===== src/rtl/mem_access_ctrl.sv =====
// ---------------------------------------------------------------------------
// mem_access_ctrl
//
// Purpose:
//   Sits in the MEM stage and turns an EX/MEM load/store into a request on a
//   word-wide data-memory channel. The pipeline is stalled until the request
//   is accepted (stores) or until the read response comes back (loads). The
//   returned word is shifted, masked and sign/zero-extended, then registered
//   into o_load_data. o_load_valid pulses for one cycle when a load completes.
//   Misaligned word/half accesses are flagged and never reach memory.
//
// Ports:
//   i_clk, i_rst        clock (rising edge), asynchronous active-low reset
//   i_valid             EX/MEM slot holds a real instruction
//   i_mem_read/write    load / store (never both set)
//   i_is_word           word access; otherwise i_is_h_or_b: 1 = half, 0 = byte
//   i_is_unsigned_ld    zero-extend a byte/half load instead of sign-extending
//   i_ex_data_out       byte address
//   i_reg_out_2         store data (right-aligned)
//   o_dmem_req/wen      request strobe and write enable
//   o_dmem_addr         word-aligned address
//   o_dmem_mask         byte lanes touched (zero when no request)
//   o_dmem_wdata        store data replicated across lanes
//   i_dmem_ready        memory accepted the request this cycle
//   i_dmem_rvalid/rdata read response (only honoured while waiting for it)
//   o_stall             holds the EX/MEM register
//   o_load_data         last completed load result
//   o_load_valid        one-cycle pulse when o_load_data is updated
//   o_misaligned        valid access with an illegal alignment
// ---------------------------------------------------------------------------
module mem_access_ctrl (
  input  logic        i_clk,
  input  logic        i_rst,
  input  logic        i_valid,
  input  logic        i_mem_read,
  input  logic        i_mem_write,
  input  logic        i_is_word,
  input  logic        i_is_h_or_b,
  input  logic        i_is_unsigned_ld,
  input  logic [31:0] i_ex_data_out,
  input  logic [31:0] i_reg_out_2,
  output logic        o_dmem_req,
  output logic        o_dmem_wen,
  output logic [31:0] o_dmem_addr,
  output logic [3:0]  o_dmem_mask,
  output logic [31:0] o_dmem_wdata,
  input  logic        i_dmem_ready,
  input  logic        i_dmem_rvalid,
  input  logic [31:0] i_dmem_rdata,
  output logic        o_stall,
  output logic [31:0] o_load_data,
  output logic        o_load_valid,
  output logic        o_misaligned
);

  typedef enum logic [1:0] {
    IDLE = 2'd0,
    REQ  = 2'd1,
    WAIT = 2'd2,
    DONE = 2'd3
  } state_t;

  // Access size, captured with the load so extraction does not depend on the
  // EX/MEM inputs still being held when the response arrives.
  typedef enum logic [1:0] {
    SZ_BYTE = 2'd0,
    SZ_HALF = 2'd1,
    SZ_WORD = 2'd2
  } size_t;

  state_t      state_q, state_d;
  logic [31:0] load_data_q, load_data_d;
  logic [1:0]  off_q, off_d;
  size_t       size_q, size_d;
  logic        uns_q, uns_d;

  // -------------------------------------------------------------------------
  // Request decode (pure function of the EX/MEM inputs)
  // -------------------------------------------------------------------------
  logic        is_half;
  logic        is_rw;
  logic        bad_align;
  logic        access;
  size_t       size_in;
  logic [3:0]  mask_raw;
  logic [31:0] wdata_raw;
  logic [1:0]  addr_lo;

  assign addr_lo   = i_ex_data_out[1:0];
  assign is_half   = ~i_is_word & i_is_h_or_b;
  assign is_rw     = i_mem_read | i_mem_write;
  assign bad_align = (i_is_word & (addr_lo != 2'b00)) | (is_half & addr_lo[0]);
  assign access    = i_valid & is_rw & ~bad_align;

  assign o_misaligned = i_valid & is_rw & bad_align;

  always_comb begin
    size_in   = SZ_BYTE;
    mask_raw  = 4'b0001 << addr_lo;
    wdata_raw = {4{i_reg_out_2[7:0]}};
    if (i_is_word) begin
      size_in   = SZ_WORD;
      mask_raw  = 4'b1111;
      wdata_raw = i_reg_out_2;
    end else if (i_is_h_or_b) begin
      size_in   = SZ_HALF;
      mask_raw  = addr_lo[1] ? 4'b1100 : 4'b0011;
      wdata_raw = {2{i_reg_out_2[15:0]}};
    end
  end

  // -------------------------------------------------------------------------
  // Load extraction from the response word, using the captured context
  // -------------------------------------------------------------------------
  logic [31:0] rdata_shift;
  logic [31:0] load_ext;

  assign rdata_shift = i_dmem_rdata >> {off_q, 3'b000};

  always_comb begin
    load_ext = i_dmem_rdata;
    case (size_q)
      SZ_BYTE: load_ext = uns_q ? {24'h0, rdata_shift[7:0]}
                                : {{24{rdata_shift[7]}}, rdata_shift[7:0]};
      SZ_HALF: load_ext = uns_q ? {16'h0, rdata_shift[15:0]}
                                : {{16{rdata_shift[15]}}, rdata_shift[15:0]};
      default: load_ext = i_dmem_rdata;
    endcase
  end

  // -------------------------------------------------------------------------
  // FSM: next state and outputs
  // -------------------------------------------------------------------------
  logic req_phase;

  always_comb begin
    state_d      = state_q;
    load_data_d  = load_data_q;
    off_d        = off_q;
    size_d       = size_q;
    uns_d        = uns_q;
    req_phase    = 1'b0;
    o_dmem_req   = 1'b0;
    o_stall      = 1'b0;
    o_load_valid = 1'b0;

    case (state_q)
      IDLE, REQ: begin
        req_phase  = 1'b1;
        o_dmem_req = access;
        if (access) begin
          if (i_dmem_ready) begin
            if (i_mem_write) begin
              // Accepted store completes now; let the pipeline move on.
              state_d = IDLE;
              o_stall = 1'b0;
            end else begin
              state_d = WAIT;
              o_stall = 1'b1;
              off_d   = addr_lo;
              size_d  = size_in;
              uns_d   = i_is_unsigned_ld;
            end
          end else begin
            state_d = REQ;
            o_stall = 1'b1;
          end
        end else begin
          // Access vanished (only possible if the pipeline dropped it).
          state_d = IDLE;
        end
      end

      WAIT: begin
        o_stall = 1'b1;
        if (i_dmem_rvalid) begin
          load_data_d = load_ext;
          state_d     = DONE;
        end
      end

      DONE: begin
        // Stall released here; the same load is still on the inputs this
        // cycle, so no request may be raised.
        o_load_valid = 1'b1;
        state_d      = IDLE;
      end

      default: state_d = IDLE;
    endcase
  end

  // Request fields are only meaningful while a request can be issued.
  assign o_dmem_wen   = req_phase & i_mem_write;
  assign o_dmem_addr  = {i_ex_data_out[31:2], 2'b00};
  assign o_dmem_mask  = o_dmem_req ? mask_raw : 4'b0000;
  assign o_dmem_wdata = wdata_raw;
  assign o_load_data  = load_data_q;

  // -------------------------------------------------------------------------
  // State registers
  // -------------------------------------------------------------------------
  always_ff @(posedge i_clk or negedge i_rst) begin
    if (!i_rst) begin
      state_q     <= IDLE;
      load_data_q <= 32'h0;
      off_q       <= 2'b00;
      size_q      <= SZ_BYTE;
      uns_q       <= 1'b0;
    end else begin
      state_q     <= state_d;
      load_data_q <= load_data_d;
      off_q       <= off_d;
      size_q      <= size_d;
      uns_q       <= uns_d;
    end
  end

endmodule


===== config.mk =====
export PLATFORM = sky130hd
export DESIGN_NAME = mem_access_ctrl
export DESIGN_NICKNAME = d
export VERILOG_FILES = /design/src/rtl/mem_access_ctrl.sv
export SDC_FILE = /design/constraint.sdc
export NUM_CORES = 1
export LEC_CHECK = 0
export ABC_CLOCK_PERIOD_IN_PS = 1500
export BUFFER_PORTS_ARGS = -buffer_cell sky130_fd_sc_hd__buf_2
export CORE_UTILIZATION = 38
export CTS_BUF_LIST = sky130_fd_sc_hd__clkbuf_4 sky130_fd_sc_hd__clkbuf_8
export DETAILED_ROUTE_END_ITERATION = 10
export GPL_ROUTABILITY_DRIVEN = 0
export PLACE_DENSITY = 0.79
export SLEW_MARGIN = 20
export SYNTH_ARGS = -nofsm -noshare
export SYNTH_HDL_FRONTEND = slang
export SYNTH_SLANG_ARGS = --single-unit

===== constraint.sdc =====
create_clock -name i_clk -period 1.5 [get_ports i_clk]
set_clock_uncertainty 0.05 [all_clocks]
set_input_delay 0.3 -clock i_clk [delete_from_list [all_inputs] [get_ports i_clk]]
set_output_delay 0.3 -clock i_clk [all_outputs]
set_load 0.01 [all_outputs]

; ---- Yosys cells after proc, flatten, opt, wreduce, memory -nomap -nowiden
; Cells that the tools add are included.
[totals]
output_inout_bits = 105
regBits = 39
in_bits = 106
[op_classes]
shifts = 2
reduce_logical = 6
muxes = 23
bitwise = 12
n_eq_ne = 5
[ops]
columns = operator, count
row1 = 2-to-1 mux 32 bit, 4
row2 = case mux 32 bit (2 select lines), 1
row3 = >> shifter 32 x 5 -> 16 bit, 1
row4 = 2-to-1 mux 4 bit, 4
row5 = 2-to-1 mux 2 bit, 5
row6 = bitwise AND 1 bit, 7
row7 = 2-to-1 mux 1 bit, 7
row8 = case mux 2 bit (3 select lines), 1
row9 = equality test 2 x 1 -> 1 bit (second input constant), 2
row10 = equality test 2 bit (second input constant), 2
row11 = zero test 2 bit, 2
row12 = AND reduction 4 bit, 1
row13 = << shifter 1 x 2 -> 4 bit (first input constant), 1
row14 = inverter 1 bit, 3
row15 = != test 2 bit (second input constant), 1
row16 = OR 1 bit, 2
row17 = case mux 1 bit (2 select lines), 1
row18 = AND reduction 2 bit, 1
row19 = nonzero test 2 bit, 1
row20 = OR reduction 2 bit, 1

; ---- Depth between registers and ports, before layout
[logic_depth]
ltp_word = 8
ltp_mapped = 6
ltp_nobuf = 4

; ---- Worst setup path before layout
; OpenSTA, ideal clock, no wires.
[synth_timing]
kind = input-to-reg
startpoint = input i_is_word
endpoint = register off_q[0]
t_required_ps = 1325
arrival_ps = 1407
path_buffers = 1
setup_slack_ps = -82
stages = 5
setup_ps = 125
path_cell_list = buf_6 > a21oi_4 > o211ai_4 > nor3b_4 > mux2_4
[synth_between]
elab_chain_cells = 7
elab_cells_between_ends = 8
[synth_lines]
columns = element, line_no
row1 = start: declaration, 37  ; input logic i_is_word,
row2 = inverter 1 bit, 90  ; assign is_half = ~i_is_word & i_is_h_or_b;
row3 = bitwise AND 1 bit, 90
row4 = bitwise AND 1 bit, 92  ; assign bad_align = (i_is_word & (addr_lo != 2'b00)) | (is_half & addr_lo[0]);
row5 = OR 1 bit *, 92
row6 = inverter 1 bit *, 93  ; assign access = i_valid & is_rw & ~bad_align;
row7 = bitwise AND 1 bit *, 93
row8 = AND reduction 4 bit (no source line) *, -
row9 = end signal: assignment, 207  ; off_q <= 2'b00;
row10 = end signal: assignment, 213  ; off_q <= off_d;
row11 = end: declaration, 73  ; logic [1:0] off_q, off_d;
; Mark *: on every way between the ends. The rest lies on a longest branch, timed or not.
; A chain may end at the register's enable or synchronous reset.

; ---- Worst setup path in the final report
[layout_timing]
startpoint = register state_q[1]
endpoint = output o_stall
[layout_between]
elab_chain_cells = 3
elab_cells_between_ends = 5
[layout_lines]
columns = element, line_no
row1 = start: declaration, 71  ; state_t state_q, state_d;
row2 = start signal: assignment, 211  ; state_q <= state_d;
row3 = equality test 2 x 1 -> 1 bit or zero test 2 bit (tied branches), 147  ; case (state_q)
row4 = OR reduction 2 bit, 147
row5 = case mux 1 bit (2 select lines) *, 147
row6 = end: declaration, 50  ; output logic o_stall,
; Marked as above.

==> metrics.md <==
| Metric | Value |
|---|---|
| Avg Cell Area, Syn | `8.68 um2` |
| Worst path max stage delay | `0.40 ns` |
| GRT Util Overall | `23.3%` |
| Post-Syn Area | `2830 um2` |
| Port buffer count | `148` |
| GRT Residual Overflow | `0` |
| Fraction of final layout cells sized beyond drive strength 1 | `50.9%` |
| Min-delay worst type | `primary input to register` |
| Violated checks | `negative setup slack` |
| Non-Filler Instances | `551` |
| DRT Pass-1 Iters | `4` |
| Initial antenna violation count | `0` |
| Met2 Use GR | `39.4%` |
| Pin count of the biggest net entering global routing | `25` |
| CP endpoint kind | `output port` |
| Post-synth cell types | `37` |
| Clk Latency, worst-skew pair | `0.29 ns` |
| Peak fanout along the critical path | `3` |
| R2R depth | `6` |
| Root Driver | `clkbuf_8` |
| Largest family of logic cells by synthesized area | `simple AND/OR/NAND/NOR gates` |
| Crit Path Category | `register to output port` |
| Overall Power | `5.88 mW` |
| Xor/xnor share of the synthesized area | `0%` |
| Most common cell after layout, fill and taps aside | `buf_2` |
| Cells along the critical path | `buf_6, nor2b_4, or2_1, buf_2` |
| Fin area | `3960 um2` |
| Syn Inst Count | `326` |
| First-pass GRT wire length | `13.7 mm` |
| H-tree levels | `2` |
| Register area | `978 um2` |
| Post-Route WL | `9.39 mm` |
| Die Y | `88.3 um` |
| Crit path time final | `1.62 ns` |
| Global routing's busiest layer | `met2` |
| Worst vdd ir | `492 uV` |
| Synth Area in Compound Gates | `16.1%` |
| Crit. Startpoint | `state_q[1]$_DFFE_PN0P_` |
| CORE AREA | `7210 um2` |
| Row count | `31` |
| Clk slew on worst S/H paths | `0.07 ns` |
| Dpl hpwl | `7.25 mm` |
| FF-to-FF Start | `state_q[1]$_DFFE_PN0P_` |
| Initial Util | `39.2%` |
| DIE AREA | `7790 um2` |
| 1st-iter DRT viols | `174` |
| Final Hold Viols | `0` |
| Top delay family on crit path | `flip-flops` |
| Relative slew slack | `57.4%` |
| Synth-to-Final Area Change | `40.0%` |
| Fmax | `0.618 GHz` |
| Via density | `5.36` |
| Setup ws final | `-0.117 ns` |
| Bufs and invs on worst path | `2` |
| M3 GR Usage | `5.97%` |
| Die Span X | `88.3 um` |
| Tcrit/Tclk final | `108%` |
| Antenna Nets Post-Route | `0` |
| Critical Path End | `o_stall` |
| Via count | `2,954` |
| Max-cap check violation count | `0` |
| Cell Pwr Density | `1490 nW/um2` |
| Most frequent cells in the layout | `136 x buf_2, 37 x dfrtp_1, 34 x nand2_1` |
| GRT met1 Usage | `27.5%` |
| Multiplexer area fraction after synthesis | `16.1%` |
| Yosys warning count | `0` |
| Post-synthesis simple-gate area fraction | `18.7%` |
| Area after DPL | `3570 um2` |
| Fill cell count | `635` |
| CTS Sinks | `39` |
| Final nets | `557` |
| Worst Path Arrival | `1.27 ns` |
| Max Root-Sink Buffers | `2` |
| Worst path slowest cell | `dfrtp_1` |
| Placed cell count | `538` |
| Critical path data required time | `1.15 ns` |
| Setup violators final | `24` |
| Diode count | `0` |
| Routed wire length per instance | `17.0 um` |
| Final Slew Violations | `0` |
| Area of the multi-input gates | `1590 um2` |
| Sequential area share after synthesis | `34.5%` |
| Startpoint types | `register` |
| TritonCTS Buffers | `5` |
| RSZ-0062 raised after global routing | `true` |
| # DRC | `0` |
| Actual slew at the worst max-slew pin | `0.638 ns` |
| Yosys reg bits | `39` |
| Synth Area in Adders | `0%` |
| Stages on worst setup path | `4` |
| I/O pin cnt | `211` |
| Outcome | `complete, but fails checks` |
| Reg2reg end | `off_q[1]$_DFFE_PN0P_` |
| CTS tree | `yes` |
| Vias in the first global route | `2,765` |
| Pleak | `2.07 nW` |
| R2r setup slk | `-0.03 ns` |
through the flow:
stage	setup WS (ns)	setup TNS [ns]	util, %	hold WS [ns]
4_1_cts	-0.128	-0.605	53.5	0.178
3_5_place_dp	-0.146	-2.70	49.5	0.218
5_1_grt	-0.176	-3.21	54.9	0.191
2_1_floorplan	-0.0444	-0.222	-	-0.0456
3_3_place_gp	-0.122	-1.87	49.5	0.214
6_report	-0.117	-0.592	54.9	0.183
final cells by class:
class / instances / area share [%]
multi-input cells: 222 / 40.2
repair buffers: 179 / 29.3
flip-flops and latches: 39 / 24.7
well taps: 99 / 3.13
clock buffers: 5 / 1.74
clock inverters: 3 / 0.506
inverters: 4 / 0.379
power breakdown:
group          switching, mW  internal [mW]
clock                  0.383          0.323
combinational           1.77           1.57
sequential             0.302           1.53
per-layer routing:
layer	vias up	routed length, um
li1	1348	-
met3	42	687
met5	-	0
met4	0	354
met1	1397	3580
met2	167	4770
synth_stat cells:
master     number  area [um2]
buf_1           2        7.51
o211ai_1        1        7.51
o21a_1          1        7.51
buf_2           2        10.0
nand3_1        32         160
mux2i_1        20         200
nor3b_4         1        18.8
buf_6           1        11.3
nor2_1         12        45.0
a21oi_4         1        16.3
nor2_4          1        11.3
nor2b_1         4        25.0
inv_1           4        15.0
clkbuf_1       17        63.8
o21ai_1        23         115
nand4_1         1        6.26
o21ai_0        11        55.1
buf_4          40         300
o211ai_4        1        21.3
nor3_1          3        15.0
o21bai_1        1        7.51
conb_1          1        3.75
and2_1          3        18.8
mux2_4          5        75.1
o22ai_1         7        43.8
nand3b_1       10        75.1
or2_1           2        12.5
mux2_1         11         124
nor3b_1         1        7.51
a22oi_1         1        7.51
mux2_2          5        56.3
a21oi_1        14        70.1
a21o_1          7        52.6
nand2b_1        1        6.26
nand2_1        34         128
a2bb2oi_1       6        52.6
dfrtp_1        39         976
kinds of logic (layout without fill, tap and decap cells):
family / Yosys count / after routing
AO/OA/AOI/OAI: 74 / 74
buffers and inverters: 66 / 191
flip-flops: 39 / 39
multiplexers: 41 / 41
other: 1 / 2
AND/OR/NAND/NOR: 105 / 105
registers in the layout (all words and copies together), names as in the netlist:
name         cells
uns_q            1
state_q          2
off_q            2
size_q           2
o_load_data     32
timing repair:
| action | in CTS | in global routing |
|---|---|---|
| hold buffers | 1 | 0 |
| setup endpoints to repair | 52 | 50 |
| resized for setup | 38 | 20 |
| pin swaps | 3 | 1 |
| buffers inserted | 3 | 1 |
| hold endpoints to repair | 18 | 0 |
worst min path at each step:
stage,from,to,slack [ns],cells after the start
final,i_dmem_ready,state_q[0]$_DFFE_PN0P_,0.18,2
after global routing,i_dmem_ready,state_q[0]$_DFFE_PN0P_,0.19,2
after CTS,i_dmem_ready,state_q[0]$_DFFE_PN0P_,0.18,2
after detailed placement,i_rst,o_load_data[30]$_DFFE_PN0P_,0.22,1
after global placement,i_rst,o_load_data[30]$_DFFE_PN0P_,0.21,1
after floorplan,i_rst,o_load_data[0]$_DFFE_PN0P_,-0.05,0
Note: power is estimated with default switching activity, not from simulation.
